**src/rtl/sort_pkg.sv**
```systemverilog
// Shared constants and types for the serial 4-element sorter.
// Step table maps each sort step to the register pair it compares.
package sort_pkg;

  localparam int ELEM_W     = 4;
  localparam int SORT_STEPS = 5;

  typedef enum logic [1:0] {
    LOAD = 2'd0,
    SORT = 2'd1,
    OUT  = 2'd2
  } state_t;

  // Returns {first, second} register index for one step.
  function automatic logic [3:0] step_pair(
    input logic [2:0] s
  );
    logic [3:0] p;
    p = 4'b0001;
    unique case (s)
      3'd0:    p = {2'd0, 2'd1};
      3'd1:    p = {2'd2, 2'd3};
      3'd2:    p = {2'd0, 2'd2};
      3'd3:    p = {2'd1, 2'd3};
      3'd4:    p = {2'd1, 2'd2};
      default: p = {2'd0, 2'd1};
    endcase
    return p;
  endfunction

endpackage

```
**src/rtl/sort_cmp_swap.sv**
```systemverilog
// Combinational compare-exchange: hi gets the larger operand.
// Equal operands pass through unswapped.
module sort_cmp_swap
  import sort_pkg::*;
#(
  parameter int W = ELEM_W
) (
  input  logic [W-1:0] a,
  input  logic [W-1:0] b,
  output logic [W-1:0] hi,
  output logic [W-1:0] lo
);

  logic ge;

  assign ge = (a >= b);
  assign hi = ge ? a : b;
  assign lo = ge ? b : a;

endmodule

```
**src/rtl/sort_4_serial.sv**
```systemverilog
// Serial 4-element sorter: load four, five compare-exchange steps, emit.
// Define SORT_4_SERIAL_ASCENDING_EN for ascending output order.
module sort_4_serial
  import sort_pkg::*;
#(
  parameter int W = ELEM_W
) (
  input  logic           clk,
  input  logic           rst,
  input  logic           in_valid,
  output logic           in_ready,
  input  logic [W-1:0]   in_data,
  output logic           out_valid,
  input  logic           out_ready,
  output logic [4*W-1:0] out_data
);

  state_t       state;
  logic [1:0]   cnt;
  logic [2:0]   step;
  logic [W-1:0] r [4];

  logic [3:0]   pair;
  logic [1:0]   ia;
  logic [1:0]   ib;
  logic [W-1:0] hi;
  logic [W-1:0] lo;
  logic [W-1:0] first;
  logic [W-1:0] second;

  assign pair = step_pair(step);
  assign ia   = pair[3:2];
  assign ib   = pair[1:0];

  sort_cmp_swap #(.W(W)) u_cmp (
    .a  (r[ia]),
    .b  (r[ib]),
    .hi (hi),
    .lo (lo)
  );

  // Direction only changes which register of the pair keeps the max.
`ifdef SORT_4_SERIAL_ASCENDING_EN
  assign first  = lo;
  assign second = hi;
`else
  assign first  = hi;
  assign second = lo;
`endif

  assign in_ready  = (state == LOAD);
  assign out_valid = (state == OUT);
  assign out_data  = {r[0], r[1], r[2], r[3]};

  always_ff @(posedge clk or posedge rst) begin
    if (rst) begin
      state <= LOAD;
      cnt   <= 2'd0;
      step  <= 3'd0;
      for (int i = 0; i < 4; i++) r[i] <= '0;
    end else begin
      unique case (state)
        LOAD: begin
          if (in_valid) begin
            r[cnt] <= in_data;
            cnt    <= cnt + 2'd1;
            if (cnt == 2'd3) begin
              state <= SORT;
              step  <= 3'd0;
            end
          end
        end
        SORT: begin
          r[ia] <= first;
          r[ib] <= second;
          if (step == 3'(SORT_STEPS - 1)) begin
            state <= OUT;
          end else begin
            step <= step + 3'd1;
          end
        end
        OUT: begin
          if (out_ready) begin
            state <= LOAD;
            cnt   <= 2'd0;
          end
        end
        default: state <= LOAD;
      endcase
    end
  end

endmodule

```
**config.mk**
```make
export PLATFORM = sky130hd
export DESIGN_NAME = sort_4_serial
export DESIGN_NICKNAME = d
export VERILOG_FILES = /design/src/rtl/sort_pkg.sv /design/src/rtl/sort_cmp_swap.sv /design/src/rtl/sort_4_serial.sv
export SDC_FILE = /design/constraint.sdc
export NUM_CORES = 1
export LEC_CHECK = 0
export ABC_AREA = 0
export CELL_PAD_IN_SITES_DETAIL_PLACEMENT = 0
export CELL_PAD_IN_SITES_GLOBAL_PLACEMENT = 2
export CORE_UTILIZATION = 34
export CTS_CLUSTER_DIAMETER = 30
export DETAILED_ROUTE_END_ITERATION = 6
export GPL_TIMING_DRIVEN = 0
export PLACE_DENSITY = 0.85
export RECOVER_POWER = 100
export SKIP_LAST_GASP = 1
export SLEW_MARGIN = 40
export SYNTH_ARGS = -nofsm -noshare
export SYNTH_HDL_FRONTEND = slang
export SYNTH_HIERARCHICAL = 1
export SYNTH_SLANG_ARGS = --single-unit
```
**constraint.sdc**
```tcl
create_clock -name clk -period 4 [get_ports clk]
set_input_delay 0.6 -clock clk [delete_from_list [all_inputs] [get_ports clk]]
set_output_delay 0.6 -clock clk [all_outputs]
set_load 0.02 [all_outputs]
```
# Word level (Yosys, flattened, before mapping)
# Cells that the tools add are included.
# W data, S select, Z words.
totals:
  wordCells: 72
  regBits: 23
  output_inout_bits: 18
classes:
  mux: 31
  addsub: 2
  magnitude_cmp: 7
  bitwise_logic: 3
  n_reduce_logical: 10
  n_eq_ne: 12
op_table:
  columns: ["operator", "n"]
  rows:
  - ["$bwmux W16", 3]
  - ["$mux W4", 9]
  - ["$pmux W16 S2", 1]
  - ["$demux W4 S2", 3]
  - ["$bmux W4 S2", 2]
  - ["$mux W16", 1]
  - ["$pmux W4 S4", 1]
  - ["$mux W2", 5]
  - ["$ge A3 B3 Y1 const B", 3]
  - ["$lt A3 B1 Y1 const B", 3]
  - ["$mux W3", 3]
  - ["$not A2 Y3", 3]
  - ["$reduce_and A4 Y1", 2]
  - ["$eq A3 B2 Y1 const B", 2]
  - ["$ne A2 B2 Y1 const B", 3]
  - ["$pmux W2 S3", 1]
  - ["$pmux W3 S2", 1]
  - ["$eq A2 B2 Y1 const B", 2]
  - ["$ge A4 B4 Y1", 1]
  - ["$ne A2 B1 Y1 const B", 2]
  - ["$pmux W2 S2", 1]
  - ["$reduce_bool A2 Y1", 2]
  - ["$add A3 B1 Y3 const B", 1]
  - ["$eq A3 B1 Y1 const B", 1]
  - ["7 further kinds", 9]

# Logic depth before layout (Yosys ltp)
logic_depth:
  depth_word: 11
  mapped_depth: 16
  ltp_nobuf: 15

# Hierarchy
# Netlist, hierarchy kept.
modules_own_cells:
  columns: ["module", "seq_area_each_um2", "cells_each", "instances", "area_each_um2"]
  rows:
  - ["sort_4_serial", 575.6, 201, 1, 1800.5]
  - ["sort_cmp_swap", 0.0, 21, 1, 214.0]

# Worst setup path after synthesis
# OpenSTA, ideal clock, no wires.
synth_timing:
  path_type: "register to register"
  from: "reg step[0]"
  to: "reg r (netlist bit out_data[11])"
  path_slack_ns: 0.455
  period_less_slack_ns: 3.545
  setup_ns: 0.120
  required_ns: 3.880
  stages_incl_launch_ff: 15
  arrival_ns: 3.425
  path_cell_list: "dfrtp_1 > ha_1 > buf_6 > or4_4 > and2_4 > buf_6 > nor2_2 > a21oi_2 > ha_1 > nand2b_4 > a2111oi_4 > a21oi_2 > mux2_1 > a221o_1 > a31o_2"
synth_via:
  word_cells_on_any_way: 29
  cone_classes: "order compare: 5; eq/ne: 4; mux: 16; bitwise: 2; reduce/logical: 2"
synth_rtl:
  columns: ["element", "line_no", "text"]
  rows:
  - ["from (decl)", "sort_4_serial.sv:20", "logic [2:0] step;"]
  - ["from (signal assigned)", "sort_4_serial.sv:79", "step <= step + 3'd1;"]
  - ["$eq A3 B3 Y1 (tied with other cells)", "sort_pkg.sv:20", "unique case (s)"]
  - ["$pmux W4 S4 (*)", "sort_pkg.sv:20", null]
  - ["$not A2 Y3 (on tied branches)", "sort_4_serial.sv:36, sort_4_serial.sv:37", null]
  - ["$bmux W4 S2 (on tied branches)", "sort_4_serial.sv:36, sort_4_serial.sv:37", null]
  - ["$mux W4 (on tied branches) (2 in a row)", "sort_4_serial.sv:36, sort_4_serial.sv:37", null]
  - ["$ge A4 B4 Y1", "sort_cmp_swap.sv:16", "assign ge = (a >= b);"]
  - ["$mux W4 (*)", "sort_cmp_swap.sv:18", "assign lo = ge ? b : a;"]
  - ["via lo[3]", "sort_4_serial.sv:27", "logic [W-1:0] lo;"]
  - ["$bwmux W16 (*)", "sort_4_serial.sv:75", "r[ib] <= second;"]
  - ["$pmux W16 S2 (*)", "sort_4_serial.sv:62", "unique case (state)"]
  - ["to (signal, indexed assignment)", "sort_4_serial.sv:65", "r[cnt] <= in_data;"]
  - ["to (signal, indexed assignment)", "sort_4_serial.sv:74", "r[ia] <= first;"]
  - ["to (signal, indexed assignment)", "sort_4_serial.sv:75", null]
  - ["to (decl)", "sort_4_serial.sv:21", "logic [W-1:0] r [4];"]
# The timed path passes the listed nets; every way through them passes the cells marked *. The select of a mux whose other input is x is not followed.
# A chain may end at the register's enable or synchronous reset.

# Final worst setup path
layout_timing:
  from: "reg step[1]"
  to: "reg r (netlist bit out_data[11])"
# The elaborated chain is that of the path after synthesis.

==> impl_metrics.ini <==
[cells_and_area]
register_area_sq_um = 576
area_of_the_multi_input_gates_sq_mm = 0.00133
layout.filler_cells = 593
n_antenna_cell = 0
area_growth_syn_to_layout_pct = 19.4
share_of_post_route_cells_with_drive_strength_above_1_pct = 14.3
fin_nets = 273

[job]
maxCapViolations = 0

[synth]
yosys.cell_types.count = 53
syn-cell-area_sq_mm = 0.00201
synthesis.instances = 222
synth.largest_area_cell = dfrtp_1
synth_top_cells_by_area = dfrtp_1 (29%), ha_1 (8.1%), mux2_1 (4.5%)
async_reset_ff_share_pct = 100
synth_seq_cells = 23
synth_warnings = 6
synthMuxAreaShare_pct = 11.4
synth-xor-area-share_pct = 0
synth_simple_gate_area_share_pct = 18.0
area_fraction_in_compound_gates_after_synthesis_pct = 28.2
ys_seq_area_share_pct = 28.6
synth_top_cell_area_share_pct = 28.6
synthesis.nets = 243
post-synth-top-count-cell = dfrtp_1
yosys-top-cells-count = dfrtp_1 (23), nand2_1 (17), nand3_1 (17)
synth_top_family_by_area = compound AO/OA/AOI/OAI gates
synth-main-ff-cell = dfrtp_1
synthAdderAreaFrac_pct = 8.07
synth-edff-count = 0
postSynthAreaPerCell_sq_um = 9.07

[sta]
clock_skew_ns = 0.000924
timing.setup.tns_ns = 0
tightest_slew_ns = 0.934
headroom_to_the_max_slew_limit_pct = 37.6
period_needed_ns = 3.77
maxSlewViolCount = 0
whs_ns = 0.541
timing.final.crit_share_pct = 94.2
rsz_0062_raised_after_global_routing = no
timing_hold_violations_final = 0
timing.final.setup_violations = 0
fmax_ghz = 0.265

[worst_setup_path]
critPathRequiredTime_ns = 4.17
rr_worst_depth = 14
reg2reg_slack_ns = 0.23
worstSetupStartpointType = flop
r2r_end = out_data[11]$_DFFE_PP0P_
cp-end-kind = flop
r2r_start = step[1]$_DFFE_PP0P_
critical_path_class = flop to flop
timing.critical_path.fanout_max = 10
cp_data_arrival_time_ns = 3.94

[outcome]
run_status = completed

[detailed_routing]
final_antenna_net_count = 0
dr_total_vias = 1793
wl_per_cell_um = 17.5
drc = 0
via_per_inst = 5.55
drt_pass1_iterations = 4
first_iter_violations = 108
drt-total-wl_mm = 5.65

[floorplanning]
placeableCoreArea_sq_mm = 0.00561
die_h_um = 79.0
start_util_pct = 35.9
dieArea_sq_mm = 0.00624
design.portCount = 26
die_wd_um = 79.0
rows = 27

[worst_hold_path]
worstHoldPathCells = 1
min_to = out_data[14]$_DFFE_PP0P_
hp-start = out_data[14]$_DFFE_PP0P_
hold_path.class = flop to flop

[global_routing]
top_usage_layer = met2
gr-total-overflow = 0
groute.usage.overall_pct = 19.6
global_route.usage.met2_pct = 33.4
antenna_violations_before_repair = 0
gr-usage-met3_pct = 1.72
grt_util_met1_pct = 26.9
grt_start_max_net_pins = 24
global_route_wire_length_before_repair_mm = 9.20
vias_in_the_first_global_route = 1720

[cts]
clock_buffer_count_from_cts = 3
max-clock-path-buffers = 2
htreeDepth = 1
clk-insertion-delay-late_ns = 0.27
cts-hold-fix-buffers = 0
numClockSinks = 23
clk_pin_slew_worst_paths_ns = 0.09
cts_tree = yes
root_buffer = clkbuf_8

[placed_design]
detailed_place_hpwl_mm = 4.56
gp_congestion = 0.873
buffer_ports.inserted = 25
cells in the final DEF (no fill, tap or decap), types with 2 or more instances in the layout:
master	instances
clkdlybuf4s50_1	5
mux2_2	4
a41oi_1	4
a32o_1	4
a21boi_1	3
a21oi_2	7
nor2b_1	5
dfrtp_1	23
nand2b_1	2
mux2_1	8
buf_2	2
dlygate4sd3_1	20
inv_1	13
a22oi_1	4
nand3_1	17
o21ai_0	13
ha_1	13
clkbuf_8	3
a31oi_1	3
o211ai_1	9
a21boi_0	5
mux2i_1	8
nor2_1	7
nor2_2	4
a21oi_1	11
o21a_1	2
nand2_2	2
and3_1	2
nand2_1	16
clkbuf_1	3
buf_6	3
and2_1	2
per-stage QoR:
stage / cells / instance area, sq um / setup WS (ns) / utilization, %
3_5_place_dp: 319 / 2350 / 0.166 / 42.0
6_report: 323 / 2400 / 0.232 / 42.9
2_1_floorplan: 222 / 2010 / 0.455 / -
3_3_place_gp: 319 / 2350 / 0.174 / 42.0
5_1_grt: 323 / 2400 / 0.0231 / 42.9
4_1_cts: 323 / 2400 / 0.146 / 42.8
registers in the layout, indices dropped and copies added, names as in the netlist:
| name | count |
|---|---|
| out_data | 16 |
| step | 3 |
| state | 2 |
| cnt | 2 |
worst max-delay path by stage:
stage | from | to | slack, ns | cells after the start
finish | step[1]$_DFFE_PP0P_ | out_data[11]$_DFFE_PP0P_ | 0.23 | 14
global route | step[0]$_DFFE_PP0P_ | out_data[11]$_DFFE_PP0P_ | 0.02 | 13
CTS | step[0]$_DFFE_PP0P_ | out_data[11]$_DFFE_PP0P_ | 0.15 | 12
detailed placement | step[0]$_DFFE_PP0P_ | out_data[11]$_DFFE_PP0P_ | 0.17 | 12
global placement | step[0]$_DFFE_PP0P_ | out_data[11]$_DFFE_PP0P_ | 0.17 | 12
floorplan | step[0]$_DFFE_PP0P_ | out_data[11]$_DFFE_PP0P_ | 0.46 | 14
worst max-delay path, cell delays in order (launching register included):
cell and delay (ns):
dfrtp_1 0.38, inv_1 0.08, ha_1 0.19, buf_6 0.14, or4_4 0.52, and2_4 0.18, buf_6 0.14, a21oi_2 0.17
ha_1 0.25, nand2b_4 0.15, a2111oi_4 0.35, a21oi_2 0.15, mux2_1 0.40, a221o_1 0.33, a31o_2 0.23
repair_timing:
action,CTS,global route
setup buffers,0,0
endpoints found under the setup margin,0,4
resized for setup,0,2
kinds of logic after synthesis:
kind of cell | count (synthesis)
AOI/OAI and AO/OA | 76
and+or+nand+nor | 67
DFF | 23
buffers and inverters | 22
muxes | 21
adders and majority gates | 13
routing by layer:
layer  part of all wire (%)  routed length, um
met5                      0                  0
met4                   0.71                 40
met3                    4.2                237
met2                     48               2730
met1                     47               2640
cell type report:
cell class,count,share of cell area (%)
inverter,14,2.29
timing repair buffer,25,10.4
buffer,8,2.45
tap,72,3.75
multi-input combinational,177,55.3
clock buffer,4,1.87
sequential,23,23.9
Power is not shown: default switching activity piles up to over one toggle a cycle in this logic, so the estimate is an artifact.
